[src/rtl/mem_stage_sram_ctrl_pkg.sv]
// Shared widths and FSM encoding for the MEM-stage SRAM controller.
// Imported by mem_stage_sram_ctrl and sram_phase_counter.
package mem_stage_sram_ctrl_pkg;

    localparam int LEN_SRAM_DATA    = 16;
    localparam int LEN_SRAM_ADDRESS = 18;
    localparam int LEN_WAIT_CNT     = 4;

    typedef enum logic [1:0] {
        MEM_ST_IDLE = 2'd0,
        MEM_ST_LO   = 2'd1,
        MEM_ST_HI   = 2'd2,
        MEM_ST_DONE = 2'd3
    } mem_state_t;

endpackage

[src/rtl/mem_stage_sram_ctrl_counter.sv]
// Loadable down-counter with terminal-count flag, shared by the
// low and high half-word phases of an SRAM access.
module sram_phase_counter
    import mem_stage_sram_ctrl_pkg::*;
(
    input  logic                    clk,
    input  logic                    rst,
    input  logic                    load,
    input  logic                    dec,
    input  logic [LEN_WAIT_CNT-1:0] load_val,
    output logic                    tc
);

    logic [LEN_WAIT_CNT-1:0] cnt;

    // Reload at phase start, otherwise count down and stick at zero.
    always_ff @(posedge clk or negedge rst) begin
        if (!rst) begin
            cnt <= '0;
        end else if (load) begin
            cnt <= load_val;
        end else if (dec && cnt != '0) begin
            cnt <= cnt - 1'b1;
        end
    end

    assign tc = (cnt == '0);

endmodule

[src/rtl/mem_stage_sram_ctrl.sv]
// MEM stage: 32-bit load/store over a 16-bit SRAM in two half-word phases.
// Optional macro SRAM_BOUNDS_CHECK_EN adds the err port and range check.
module mem_stage_sram_ctrl
    import mem_stage_sram_ctrl_pkg::*;
#(
    parameter int MEM_BASE    = 1024,
    parameter int WAIT_CYCLES = 1,
    parameter int SRAM_ADDR_W = LEN_SRAM_ADDRESS
) (
    input  logic                     clk,
    input  logic                     rst,
    input  logic                     mem_read_in,
    input  logic                     mem_write_in,
    input  logic [31:0]              alu_result_in,
    input  logic [31:0]              store_data_in,
    output logic [31:0]              mem_result,
    output logic                     ready,
    output logic [SRAM_ADDR_W-1:0]   sram_addr,
    output logic [LEN_SRAM_DATA-1:0] sram_wdata,
    input  logic [LEN_SRAM_DATA-1:0] sram_rdata,
    output logic                     sram_dq_oe,
    output logic                     sram_we_n
`ifdef SRAM_BOUNDS_CHECK_EN
    ,
    output logic                     err
`endif
);

    localparam int WORD_W = SRAM_ADDR_W - 1;
    localparam logic [LEN_WAIT_CNT-1:0] RELOAD =
        LEN_WAIT_CNT'(WAIT_CYCLES - 1);

    mem_state_t state;
    mem_state_t state_nxt;

    logic                     req;
    logic [31:0]              off;
    logic [WORD_W-1:0]        word_in;
    logic [WORD_W-1:0]        word_q;
    logic [15:0]              data_hi_q;
    logic                     wr_q;
    logic                     accept;
    logic                     oob;
    logic                     cnt_load;
    logic                     cnt_dec;
    logic                     cnt_tc;
    logic [SRAM_ADDR_W-1:0]   addr_nxt;
    logic [LEN_SRAM_DATA-1:0] wdata_nxt;
    logic                     oe_nxt;
    logic                     we_n_nxt;
    logic                     unused_off;

    assign req     = mem_read_in | mem_write_in;
    assign off     = alu_result_in - 32'(MEM_BASE);
    assign word_in = off[SRAM_ADDR_W:2];

`ifdef SRAM_BOUNDS_CHECK_EN
    assign oob = (alu_result_in < 32'(MEM_BASE)) ||
                 (off[31:SRAM_ADDR_W+1] != '0);
    assign unused_off = ^off[1:0];
`else
    assign oob = 1'b0;
    assign unused_off = ^{off[31:SRAM_ADDR_W+1], off[1:0]};
`endif

    sram_phase_counter u_cnt (
        .clk      (clk),
        .rst      (rst),
        .load     (cnt_load),
        .dec      (cnt_dec),
        .load_val (RELOAD),
        .tc       (cnt_tc)
    );

    // State register.
    always_ff @(posedge clk or negedge rst) begin
        if (!rst) begin
            state <= MEM_ST_IDLE;
        end else begin
            state <= state_nxt;
        end
    end

    // Next state, stall, counter control and next SRAM bus values.
    always_comb begin
        state_nxt = state;
        ready     = 1'b1;
        accept    = 1'b0;
        cnt_load  = 1'b0;
        cnt_dec   = 1'b0;
        addr_nxt  = sram_addr;
        wdata_nxt = sram_wdata;
        oe_nxt    = sram_dq_oe;
        we_n_nxt  = sram_we_n;
        unique case (state)
            MEM_ST_IDLE: begin
                if (req) begin
                    ready    = 1'b0;
                    accept   = 1'b1;
                    cnt_load = 1'b1;
                    if (oob) begin
                        state_nxt = MEM_ST_DONE;
                    end else begin
                        state_nxt = MEM_ST_LO;
                        addr_nxt  = {word_in, 1'b0};
                        wdata_nxt = store_data_in[15:0];
                        oe_nxt    = mem_write_in;
                        we_n_nxt  = ~mem_write_in;
                    end
                end
            end
            MEM_ST_LO: begin
                ready = 1'b0;
                if (cnt_tc) begin
                    cnt_load  = 1'b1;
                    state_nxt = MEM_ST_HI;
                    addr_nxt  = {word_q, 1'b1};
                    wdata_nxt = data_hi_q;
                end else begin
                    cnt_dec = 1'b1;
                end
            end
            MEM_ST_HI: begin
                ready = 1'b0;
                if (cnt_tc) begin
                    state_nxt = MEM_ST_DONE;
                    oe_nxt    = 1'b0;
                    we_n_nxt  = 1'b1;
                end else begin
                    cnt_dec = 1'b1;
                end
            end
            MEM_ST_DONE: begin
                state_nxt = MEM_ST_IDLE;
            end
            default: begin
                state_nxt = MEM_ST_IDLE;
            end
        endcase
    end

    // Registered SRAM bus; reset forces the write strobe high at once.
    always_ff @(posedge clk or negedge rst) begin
        if (!rst) begin
            sram_addr  <= '0;
            sram_wdata <= '0;
            sram_dq_oe <= 1'b0;
            sram_we_n  <= 1'b1;
        end else begin
            sram_addr  <= addr_nxt;
            sram_wdata <= wdata_nxt;
            sram_dq_oe <= oe_nxt;
            sram_we_n  <= we_n_nxt;
        end
    end

    // Capture the request so later input changes cannot disturb it.
    always_ff @(posedge clk or negedge rst) begin
        if (!rst) begin
            word_q    <= '0;
            data_hi_q <= '0;
            wr_q      <= 1'b0;
        end else if (accept) begin
            word_q <= word_in;
            wr_q   <= mem_write_in;
            if (mem_write_in) begin
                data_hi_q <= store_data_in[31:16];
            end
        end
    end

    // Load result: each half captured in the last cycle of its phase.
    always_ff @(posedge clk or negedge rst) begin
        if (!rst) begin
            mem_result <= '0;
        end else begin
            unique case (1'b1)
                accept && oob && !mem_write_in:
                    mem_result <= '0;
                state == MEM_ST_LO && cnt_tc && !wr_q:
                    mem_result[15:0] <= sram_rdata;
                state == MEM_ST_HI && cnt_tc && !wr_q:
                    mem_result[31:16] <= sram_rdata;
                default: ;
            endcase
        end
    end

`ifdef SRAM_BOUNDS_CHECK_EN
    // Error flag is high only during the DONE of a rejected access.
    always_ff @(posedge clk or negedge rst) begin
        if (!rst) begin
            err <= 1'b0;
        end else begin
            err <= accept & oob;
        end
    end
`endif

endmodule

[config.mk]
export PLATFORM = sky130hd
export DESIGN_NAME = mem_stage_sram_ctrl
export DESIGN_NICKNAME = d
export VERILOG_FILES = /design/src/rtl/mem_stage_sram_ctrl_pkg.sv /design/src/rtl/mem_stage_sram_ctrl_counter.sv /design/src/rtl/mem_stage_sram_ctrl.sv
export SDC_FILE = /design/constraint.sdc
export NUM_CORES = 1
export LEC_CHECK = 0
export ABC_AREA = 1
export BUFFER_PORTS_ARGS = -buffer_cell sky130_fd_sc_hd__buf_4
export CAP_MARGIN = 10
export CORE_MARGIN = 3
export CORE_UTILIZATION = 35
export CTS_BUF_LIST = sky130_fd_sc_hd__clkbuf_8
export DETAILED_ROUTE_END_ITERATION = 12
export SYNTH_ARGS = -nofsm -noshare
export SYNTH_HDL_FRONTEND = slang
export SYNTH_SLANG_ARGS = --single-unit
[constraint.sdc]
create_clock -name clk -period 1.6 [get_ports clk]
set_input_delay 0.16 -clock clk [delete_from_list [all_inputs] [get_ports clk]]
set_output_delay 0.16 -clock clk [all_outputs]
set_load 0.01 [all_outputs]
==> qor.yml <==
critPathSlowestCell: "dfrtp_1"
pin_count: 153
place_inst: 908
min_period_ns: 1.567
fin_util_pct: 49.73
place_area_um2: 6207
portBuffers: 137
grt_pass1_vias: 4313
tritoncts: "yes"
whs_ns: 0.01612
min_to: "data_hi_q[3]"
grt_antenna_before_repair: 0
cts_sinks: 108
setup_violations: 0
slowest_delay_ns: 0.40
cp-start-kind: "register"
start_util_pct: 36.39
end_kind: "output pin"
root_buffer: "clkbuf_8"
critical_path_peak_fanout: 5
netlist_area_um2: 4915
gp_congestion: 0.8296
reg2regPathDepth: 8
rsz0062_at_grt: "yes"
drt-vias-per-instance: 4.553
final_hold_viol_count: 0
dieArea_um2: 15500
clkSlewWorstSetupHoldPaths_ns: 0.10
avgSynthCellArea_um2: 8.137
post-dp-hpwl_um: 8931
synth_area_leaders: "dfrtp_1 (54%), nand2_1 (20%), o21ai_0 (6.1%), inv_1 (3.6%), nand3_1 (3.2%)"
crit_family: "flip-flops"
synthCells: 604
vias: 4307
path_buf_inv: 2
cap_violations: 0
reg2reg_from: "state[0]"
crit_type: "register to output pin"
fin_nets: 856
drc: 0
synth-seq-area-share_pct: 55.02
routedWlPerCell_um: 13.18
ant_nets: 0
initialDrtViolationCount: 216
die_h_um: 124.5
worstPathRequired_ns: 1.44
synthToLayoutAreaGrowth_pct: 36.66
hold_path.class: "input port to register"
ys_types: 26
firstDrtPassIters: 4
wirelength_um: 12470
holdPathStages: 3
coreArea_um2: 13510
gr-total-overflow: 0
finalInstanceArea_um2: 6716
synth_nets: 694
status: "finished, final reports clean"
die_w_um: 124.5
htree_levels: 3
grt_pass1_wl_um: 21050
grt_max_degree: 44
synth_top_cell_area_share_pct: 54.48
maxSlewHeadroom_pct: 73.16
tightest_slew_ns: 0.4027
cp_data_arrival_time_ns: 1.41
synth_top_area_cell: "dfrtp_1"
post-route-period-util_pct: 97.96
reg2reg_to: "sram_addr[12]"
fmax_mhz: 638.0
p_leak_nw: 3.659
cts_buffers: 9
yosys_warnings: 0
p_per_area_nw_per_um2: 1955
layout-drive-gt1-share_pct: 26.23
min-delay-start: "store_data_in[19]"
clk_path_buf_depth: 2
track_usage_pct: 16.48
clk_latency_ns: 0.38
synth-seq-cells: 108
crit_chain: "inv_2 > ha_4 > nand3_4 > o21ai_1 > buf_4"
final_max_slew_viol_count: 0
rows: 42
finalClockSkew_ns: 0.009893
irDropWorstVdd_mv: 0.9220
reg2reg_slack_ns: 0.10
fin_cells: 946
antenna_cells: 0
[placed cells by master, fill, tap and decap left out]
| cell | n |
|---|---|
| clkinvlp_4 | 1 |
| a31oi_1 | 3 |
| dfrtp_1 | 107 |
| o21ai_0 | 59 |
| nor2_4 | 1 |
| clkbuf_8 | 9 |
| nand3_1 | 31 |
| nor2_2 | 1 |
| or2_2 | 3 |
| nand2_2 | 4 |
| nand3_4 | 1 |
| dlygate4sd3_1 | 14 |
| ha_4 | 2 |
| nand2_1 | 266 |
| inv_1 | 45 |
| a31oi_2 | 1 |
| dfstp_2 | 1 |
| inv_2 | 3 |
| nor2_1 | 28 |
| nand3b_1 | 1 |
| nand2_4 | 1 |
| nand3_2 | 2 |
| o21ai_1 | 4 |
| inv_4 | 1 |
| ha_1 | 4 |
| nand3b_4 | 1 |
| buf_12 | 6 |
| xor2_1 | 2 |
| a21oi_1 | 4 |
| buf_6 | 4 |
| bufinv_16 | 4 |
| buf_4 | 155 |
| clkinv_2 | 1 |
[routing by layer]
| layer | up-vias | track usage (%) | wire, um |
|---|---|---|---|
| li1 | 2201 | - | - |
| met1 | 1968 | 21.32 | 5660 |
| met2 | 127 | 25.99 | 5667 |
| met3 | 11 | 5.617 | 968 |
| met4 | 0 | 5.416 | 174 |
| met5 | - | 0 | 0 |
[cells in the mapped netlist (all sizes together)]
cell type / count
inv: 49
dfrtp: 107
clkbuf: 5
xor2: 2
ha: 6
nand3: 34
nor2: 30
nand3b: 2
a21oi: 4
a31oi: 4
or2: 3
o21ai: 63
dfstp: 1
nand2: 271
buf: 23
[layout make-up]
cell class | instances | area [um^2]
well taps | 176 | 220.2
multi-input cells | 419 | 1881
repair buffers | 179 | 1469
clock buffers | 9 | 123.9
inverters | 49 | 190.2
clock inverters | 6 | 128.9
flip-flops and latches | 108 | 2704
fillers | 1299 | 6789
[how the worst max path moves through the flow]
stage             start             to  slack (ns)  depth (start not counted)
4_1_cts        state[0]          ready        0.02                          5
3_5_place_dp   state[0]  sram_wdata[8]       -0.01                          7
6_report       state[1]          ready        0.03                          5
5_1_grt        state[1]          ready       -0.03                          5
3_3_place_gp   state[0]  sram_wdata[7]        0.05                          7
2_1_floorplan  state[0]   sram_addr[1]        0.14                          8
[sequential cells by signal, indices dropped and copies added, names as in the netlist]
signal      cells
wr_q            1
mem_result     32
state           2
sram_dq_oe      1
sram_addr      18
word_q         17
sram_we_n       1
sram_wdata     16
data_hi_q      16
u_cnt.cnt       4
[where the power goes]
part | internal (mW) | switching [mW]
Sequential | 4.04 | 0.684
Combinational | 2.93 | 3.37
Clock | 1.18 | 0.932
Total | 8.15 | 4.99
[logic make-up (layout without fill, tap and decap cells)]
logic type,after synthesis,in the layout,share of synthesized area [%]
xor gates and xnor gates,2,2,0.3565
AOI/OAI and AO/OA,71,71,7.459
DFF,108,108,55.02
adders and majority gates,6,6,1.527
and+or+nand+nor,340,340,28.31
buffers and inverters,77,243,7.332
[through the flow]
stage	TNS, ns	setup slack [ns]	total power, mW
3_3_place_gp	0	0.05397	10.64
3_5_place_dp	-0.02298	-0.01112	10.79
6_report	0	0.03267	13.13
2_1_floorplan	0	0.1435	8.153
5_1_grt	-0.06339	-0.03366	14.32
4_1_cts	0	0.02115	13.05
[tightest hold or removal path, stage by stage]
cell	delay (ns)
buf_4	0.08
nand3_1	0.07
nand2_1	0.06
[timing repair]
item,4_1_cts,5_1_grt
setup buffers,1,8
hold buffers,14,0
resized for setup,6,7
endpoints found under the hold margin,38,0
pin swaps,1,1
endpoints found under the setup margin,22,61
Note: power is estimated with default switching activity, not from simulation.
